**config.mk**
```make
export PLATFORM = sky130hd
export DESIGN_NAME = wb_stream_pkt_fifo
export DESIGN_NICKNAME = d
export VERILOG_FILES = /design/src/rtl/wb_stream_pkt_fifo.sv
export SDC_FILE = /design/constraint.sdc
export NUM_CORES = 1
export LEC_CHECK = 0
export CORE_AREA = 10 10 249 251
export CTS_CLUSTER_SIZE = 40
export DETAILED_ROUTE_END_ITERATION = 7
export DIE_AREA = 0 0 259 261
export MAX_ROUTING_LAYER = met4
export PLACE_DENSITY = 0.67
export SYNTH_ARGS = -nofsm -noshare
export SYNTH_HDL_FRONTEND = slang
export SYNTH_SLANG_ARGS = --single-unit
```
**constraint.sdc**
```tcl
create_clock -name clk -period 3.3 [get_ports clk]
set_input_delay 0.66 -clock clk [delete_from_list [all_inputs] [get_ports clk]]
set_output_delay 0.66 -clock clk [all_outputs]
set_load 0.02 [all_outputs]
```
**src/rtl/wb_stream_pkt_fifo.sv**
```systemverilog
// FWFT stream FIFO with per-word last flag, optional store-and-forward packet mode,
// synchronous flush, programmable almost-full/almost-empty and fill/packet counters.
module wb_stream_pkt_fifo #(
  parameter int unsigned DW       = 32,
  parameter int unsigned AW       = 4,
  parameter bit          PKT_MODE = 1'b0
) (
  input  logic          clk,
  input  logic          rst_n,
  input  logic          flush_i,
  input  logic [AW:0]   af_thresh_i,
  input  logic [AW:0]   ae_thresh_i,
  output logic [AW:0]   cnt,
  output logic [AW:0]   pkt_cnt_o,
  output logic          almost_full_o,
  output logic          almost_empty_o,
  input  logic [DW-1:0] stream_s_data_i,
  input  logic          stream_s_last_i,
  input  logic          stream_s_valid_i,
  output logic          stream_s_ready_o,
  output logic [DW-1:0] stream_m_data_o,
  output logic          stream_m_last_o,
  output logic          stream_m_valid_o,
  input  logic          stream_m_ready_i
);

  localparam int unsigned CW    = AW + 1;
  localparam int unsigned DEPTH = 1 << AW;

  logic [DW:0]   mem [DEPTH];
  logic [AW-1:0] wr_ptr;
  logic [AW-1:0] rd_ptr;
  logic          is_full;
  logic          pkt_ok;
  logic          wr_en;
  logic          rd_en;
  logic          wr_last;
  logic          rd_last;

  // Full/empty come from cnt, so pointers may simply wrap.
  assign is_full = (cnt == CW'(DEPTH));

  // Full override keeps packets longer than the depth from deadlocking.
  assign pkt_ok = PKT_MODE ? ((pkt_cnt_o != '0) | is_full) : 1'b1;

  assign stream_s_ready_o = !is_full & !flush_i;
  assign stream_m_valid_o = (cnt != '0) & !flush_i & pkt_ok;

  assign wr_en   = stream_s_valid_i & stream_s_ready_o;
  assign rd_en   = stream_m_valid_o & stream_m_ready_i;
  assign wr_last = wr_en & stream_s_last_i;
  assign rd_last = rd_en & stream_m_last_o;

  assign {stream_m_last_o, stream_m_data_o} = mem[rd_ptr];

  assign almost_full_o  = (cnt >= af_thresh_i);
  assign almost_empty_o = (cnt <= ae_thresh_i);

  // Storage; reset clears it so the output word reads zero out of reset.
  always_ff @(posedge clk or negedge rst_n) begin
    if (!rst_n) begin
      for (int i = 0; i < int'(DEPTH); i++) begin
        mem[i] <= '0;
      end
    end else if (wr_en) begin
      mem[wr_ptr] <= {stream_s_last_i, stream_s_data_i};
    end
  end

  // Pointers and counters; flush outranks every handshake.
  always_ff @(posedge clk or negedge rst_n) begin
    if (!rst_n) begin
      wr_ptr    <= '0;
      rd_ptr    <= '0;
      cnt       <= '0;
      pkt_cnt_o <= '0;
    end else if (flush_i) begin
      wr_ptr    <= '0;
      rd_ptr    <= '0;
      cnt       <= '0;
      pkt_cnt_o <= '0;
    end else begin
      if (wr_en) wr_ptr <= wr_ptr + AW'(1);
      if (rd_en) rd_ptr <= rd_ptr + AW'(1);
      case ({wr_en, rd_en})
        2'b10:   cnt <= cnt + CW'(1);
        2'b01:   cnt <= cnt - CW'(1);
        default: cnt <= cnt;
      endcase
      case ({wr_last, rd_last})
        2'b10:   pkt_cnt_o <= pkt_cnt_o + CW'(1);
        2'b01:   pkt_cnt_o <= pkt_cnt_o - CW'(1);
        default: pkt_cnt_o <= pkt_cnt_o;
      endcase
    end
  end

endmodule

```
==> metrics.txt <==
# TYPE chip_impl_metric gauge
chip_impl_metric{name="met2_length",unit="mm"} 30.94
chip_impl_metric{name="detailroute.wirelength.met3",unit="mm"} 2.149
chip_impl_metric{name="synth_edf_count",unit=""} 0
chip_impl_metric{name="seq_power_share",unit="%"} 38.9
chip_impl_metric{name="syn_avg_cell_area",unit="um^2"} 14.47
chip_impl_metric{name="cellPowerDensity",unit="nW/um^2"} 682.1
chip_impl_metric{name="drive_above_1_share",unit="%"} 46.94
chip_impl_metric{name="p_clk_share",unit="%"} 32.2
chip_impl_metric{name="num_vias",unit=""} 15300
chip_impl_metric{name="maxSlewHeadroom",unit="%"} 45.79
chip_impl_info{name="hold_path_class",value="register to register"} 1
chip_impl_metric{name="grt_first_pass_wirelength",unit="mm"} 97.66
chip_impl_info{name="synthMostInstantiatedCell",value="sky130_fd_sc_hd__dfrtp_1"} 1
chip_impl_info{name="dominantRegCellSynth",value="sky130_fd_sc_hd__dfrtp_1"} 1
chip_impl_metric{name="ir_drop",unit="V"} 0.0005189
chip_impl_info{name="dr.max_layer_used",value="met4"} 1
chip_impl_metric{name="final_setup_violating_endpoints",unit=""} 0
chip_impl_metric{name="grt_max_degree",unit=""} 114
chip_impl_metric{name="maxCapViolations",unit=""} 0
chip_impl_metric{name="core",unit="um^2"} 57140
chip_impl_metric{name="drt_first_iter_violations",unit=""} 921
chip_impl_metric{name="htree_num_levels",unit=""} 2
chip_impl_info{name="setup_repair_after_global_routing_missed_its_margin",value="yes"} 1
chip_impl_metric{name="synthDistinctLibCells",unit=""} 55
chip_impl_metric{name="finalWirelength",unit="mm"} 62.59
chip_impl_metric{name="timing_hold_violations_final",unit=""} 0
chip_impl_metric{name="number_of_buffers_on_the_longest_clock_path",unit=""} 3
chip_impl_metric{name="antenna_violating_nets_post_route",unit=""} 0
chip_impl_metric{name="crit_path_arrival_time",unit="ps"} 2610
chip_impl_metric{name="setup-tns-final",unit="ps"} 0
chip_impl_metric{name="floorplan.initialDensity",unit="%"} 44.36
chip_impl_metric{name="tritoncts_buffers",unit=""} 57
chip_impl_metric{name="area_delta_synth_final",unit="%"} 20.88
chip_impl_info{name="criticalPathCategory",value="register to primary output"} 1
chip_impl_metric{name="globalRouteOverflowTotal",unit=""} 0
chip_impl_metric{name="drc",unit=""} 0
chip_impl_metric{name="transition_at_the_pin_with_the_smallest_max_transition_slack",unit="ps"} 813.2
chip_impl_metric{name="netlist_area",unit="um^2"} 25350
chip_impl_metric{name="ioPinCount",unit=""} 95
chip_impl_metric{name="share_comb_of_total_power",unit="%"} 28.9
chip_impl_metric{name="achievable-frequency",unit="MHz"} 305.5
chip_impl_metric{name="die_width",unit="um"} 259
chip_impl_metric{name="synthArstFlopShare",unit="%"} 100.0
chip_impl_metric{name="clock_sinks",unit=""} 546
chip_impl_metric{name="post-route-util",unit="%"} 53.63
chip_impl_metric{name="pins_over_their_slew_limit",unit=""} 0
chip_impl_info{name="worstSetupEndpointType",value="primary output"} 1
chip_impl_metric{name="fp.dieArea",unit="um^2"} 67600
chip_impl_metric{name="synth-warning-count",unit=""} 0
chip_impl_metric{name="power_switching_share",unit="%"} 29.67
chip_impl_metric{name="worst-path-max-fanout",unit=""} 13
chip_impl_metric{name="final.setup_skew",unit="ps"} 23.58
chip_impl_metric{name="grt_pass1_vias",unit=""} 16280
chip_impl_metric{name="cellInternalPower",unit="W"} 0.01470
chip_impl_metric{name="period_utilization_post_route",unit="%"} 99.19
chip_impl_metric{name="period_needed",unit="ps"} 3273
chip_impl_metric{name="total_leakage_power",unit="nW"} 14.36
chip_impl_metric{name="syn-num-nets",unit=""} 1823
chip_impl_info{name="root_buffer",value="sky130_fd_sc_hd__clkbuf_16"} 1
chip_impl_metric{name="fp.dieH",unit="um"} 261
chip_impl_metric{name="cts.clk_slew.worst_paths",unit="ps"} 60
chip_impl_metric{name="worst_setup_timing_slack_at_the_placement_stage",unit="ps"} -240.9
chip_impl_info{name="synth.top_cells.by_count",value="546 x sky130_fd_sc_hd__dfrtp_1, 493 x sky130_fd_sc_hd__mux2_2, 133 x sky130_fd_sc_hd__mux2i_1"} 1
chip_impl_info{name="crit_path_start_kind",value="register"} 1
chip_impl_metric{name="port_buffers",unit=""} 94
chip_impl_metric{name="layout_nets",unit=""} 1936
chip_impl_metric{name="yosysTopAreaCellShare",unit="%"} 53.89
chip_impl_metric{name="synth-seq-area-share",unit="%"} 53.89
chip_impl_metric{name="globalRouteTotalUtil",unit="%"} 19.09
chip_impl_metric{name="route.detailed.wl_per_inst",unit="um"} 23.34
chip_impl_metric{name="dp_hpwl",unit="mm"} 36.07
chip_impl_metric{name="finalWeightedCongestion",unit=""} 0.7767
chip_impl_info{name="synth_area_leaders",value="sky130_fd_sc_hd__dfrtp_1 54%, sky130_fd_sc_hd__mux2_2 22%, sky130_fd_sc_hd__mux4_2 5.7%"} 1
chip_impl_metric{name="met1_length",unit="mm"} 27.97
chip_impl_metric{name="placementRows",unit=""} 88
chip_impl_metric{name="clock_insertion_delay_worst_skew",unit="ps"} 640
chip_impl_info{name="status",value="completed"} 1
chip_impl_info{name="tritoncts_clock_tree",value="yes"} 1
chip_impl_metric{name="ys_ff_latch",unit=""} 546
chip_impl_metric{name="required_time_of_the_critical_path",unit="ps"} 2640
chip_impl_metric{name="drt_first_pass_iters",unit=""} 6
chip_impl_metric{name="number_of_antenna_violations_at_the_first_check_in_global_routing",unit=""} 3
chip_impl_metric{name="viasPerCell",unit=""} 5.704
chip_impl_info{name="synth_top_area_cell",value="sky130_fd_sc_hd__dfrtp_1"} 1
chip_impl_metric{name="setup_slack",unit="ps"} 26.74
chip_impl_metric{name="netSwitchingPower",unit="W"} 0.006201
chip_impl_metric{name="syn-instance-count",unit=""} 1752
[path summary, 6_finish.rpt]
kind,cells after the start,to,slack [ps],from
min in group asynchronous,2,pkt_cnt_o[4],590,rst_n
max in group asynchronous,3,mem[182],1620,rst_n
worst max-delay path,6,stream_m_data_o[8],30,rd_ptr[0]
worst min register to register,1,pkt_cnt_o[4],480,pkt_cnt_o[4]
worst max register to register,11,cnt[4],170,cnt[1]
worst min-delay path,1,pkt_cnt_o[4],480,pkt_cnt_o[4]
[metrics by stage]
| stage | std cells | power, W | hold WS, ps | cell area, um^2 |
|---|---|---|---|---|
| 5_1_grt | 2681 | 0.02189 | 492.1 | 30640 |
| 3_3_place_gp | 2540 | 0.01404 | 466.7 | 27530 |
| 3_5_place_dp | 2540 | 0.01420 | 475.1 | 27530 |
| 4_1_cts | 2660 | 0.02092 | 484.7 | 30220 |
| 2_1_floorplan | 1752 | 0.01181 | 364.4 | 25350 |
| 6_report | 2682 | 0.02090 | 479.6 | 30640 |
[per-layer routing]
metal	track usage, %	vias up
li1	-	6795
met1	24.28	8179
met2	31.35	225
met3	2.763	99
met4	5.800	0
met5	-	-
[final cells by class]
cell class | instances | area (um^2)
fillers | 4583 | 26500
flip-flops and latches | 546 | 13670
multi-input cells | 1042 | 11760
repair buffers | 198 | 2165
clock buffers | 85 | 1732
well taps | 765 | 957.2
clock inverters | 22 | 270.3
inverters | 20 | 77.57
diodes | 4 | 10.01
[worst max-delay path, cell delays in order, from the launching register on]
cell and delay (ps):
sky130_fd_sc_hd__dfrtp_4 540, sky130_fd_sc_hd__buf_12 180, sky130_fd_sc_hd__buf_12 170, sky130_fd_sc_hd__mux4_2 520, sky130_fd_sc_hd__a22oi_1 200, sky130_fd_sc_hd__nand2_1 100, sky130_fd_sc_hd__clkdlybuf4s15_2 260
[power groups by stage]
stage	clock network, W	registers, W	logic (W)
floorplan	0	0.00809	0.00372
global placement	0	0.00817	0.00587
detailed placement	0	0.00825	0.00595
CTS	0.00687	0.00812	0.00593
global route	0.00714	0.00823	0.00652
finish	0.00673	0.00813	0.00605
[timing repair]
action	in CTS	in global routing
setup buffers	9	17
endpoints found under the setup margin	35	25
resized for setup	199	65
hold endpoints to repair	13	0
gates cloned	3	2
hold buffers	1	0
pin swaps	4	9
[layout by cell type, fill, tap and decap left out, types with 16 or more instances in the layout]
master                            synthesis  routed
sky130_fd_sc_hd__mux2i_1                133     132
sky130_fd_sc_hd__clkbuf_8                 0      20
sky130_fd_sc_hd__clkbuf_16                0      59
sky130_fd_sc_hd__buf_12                   0      27
sky130_fd_sc_hd__clkdlybuf4s50_1          0      58
sky130_fd_sc_hd__buf_4                    1      67
sky130_fd_sc_hd__nand2_1                 48      41
sky130_fd_sc_hd__a221oi_4                 0      25
sky130_fd_sc_hd__a221oi_2                 0      38
sky130_fd_sc_hd__ha_1                    21      21
sky130_fd_sc_hd__mux2_1                  40      40
sky130_fd_sc_hd__inv_1                   18      16
sky130_fd_sc_hd__o21ai_0                 44      40
sky130_fd_sc_hd__mux4_2                  64      64
sky130_fd_sc_hd__a22oi_1                 32      28
sky130_fd_sc_hd__buf_2                   70      20
sky130_fd_sc_hd__dfrtp_1                546     542
sky130_fd_sc_hd__mux2_2                 493     493
[flip-flops by register name, summed over array words and instances, names as in the netlist]
register,cells
cnt,5
pkt_cnt_o,5
mem,528
rd_ptr,4
wr_ptr,4
[cell families (layout without fill, tap and decap cells)]
group                      after synthesis  in the layout  synth area share, %
AOI/OAI and AO/OA                      175            175                5.113
xor gates and xnor gates                 4              4               0.1382
adders and majority gates               23             23                1.194
buffers and inverters                  165            325                2.843
DFF                                    546            546                53.89
muxes                                  730            730                34.61
other                                    0              4                    0
and+or+nand+nor                        109            110                2.206
Power figures use the tool's default switching activity.
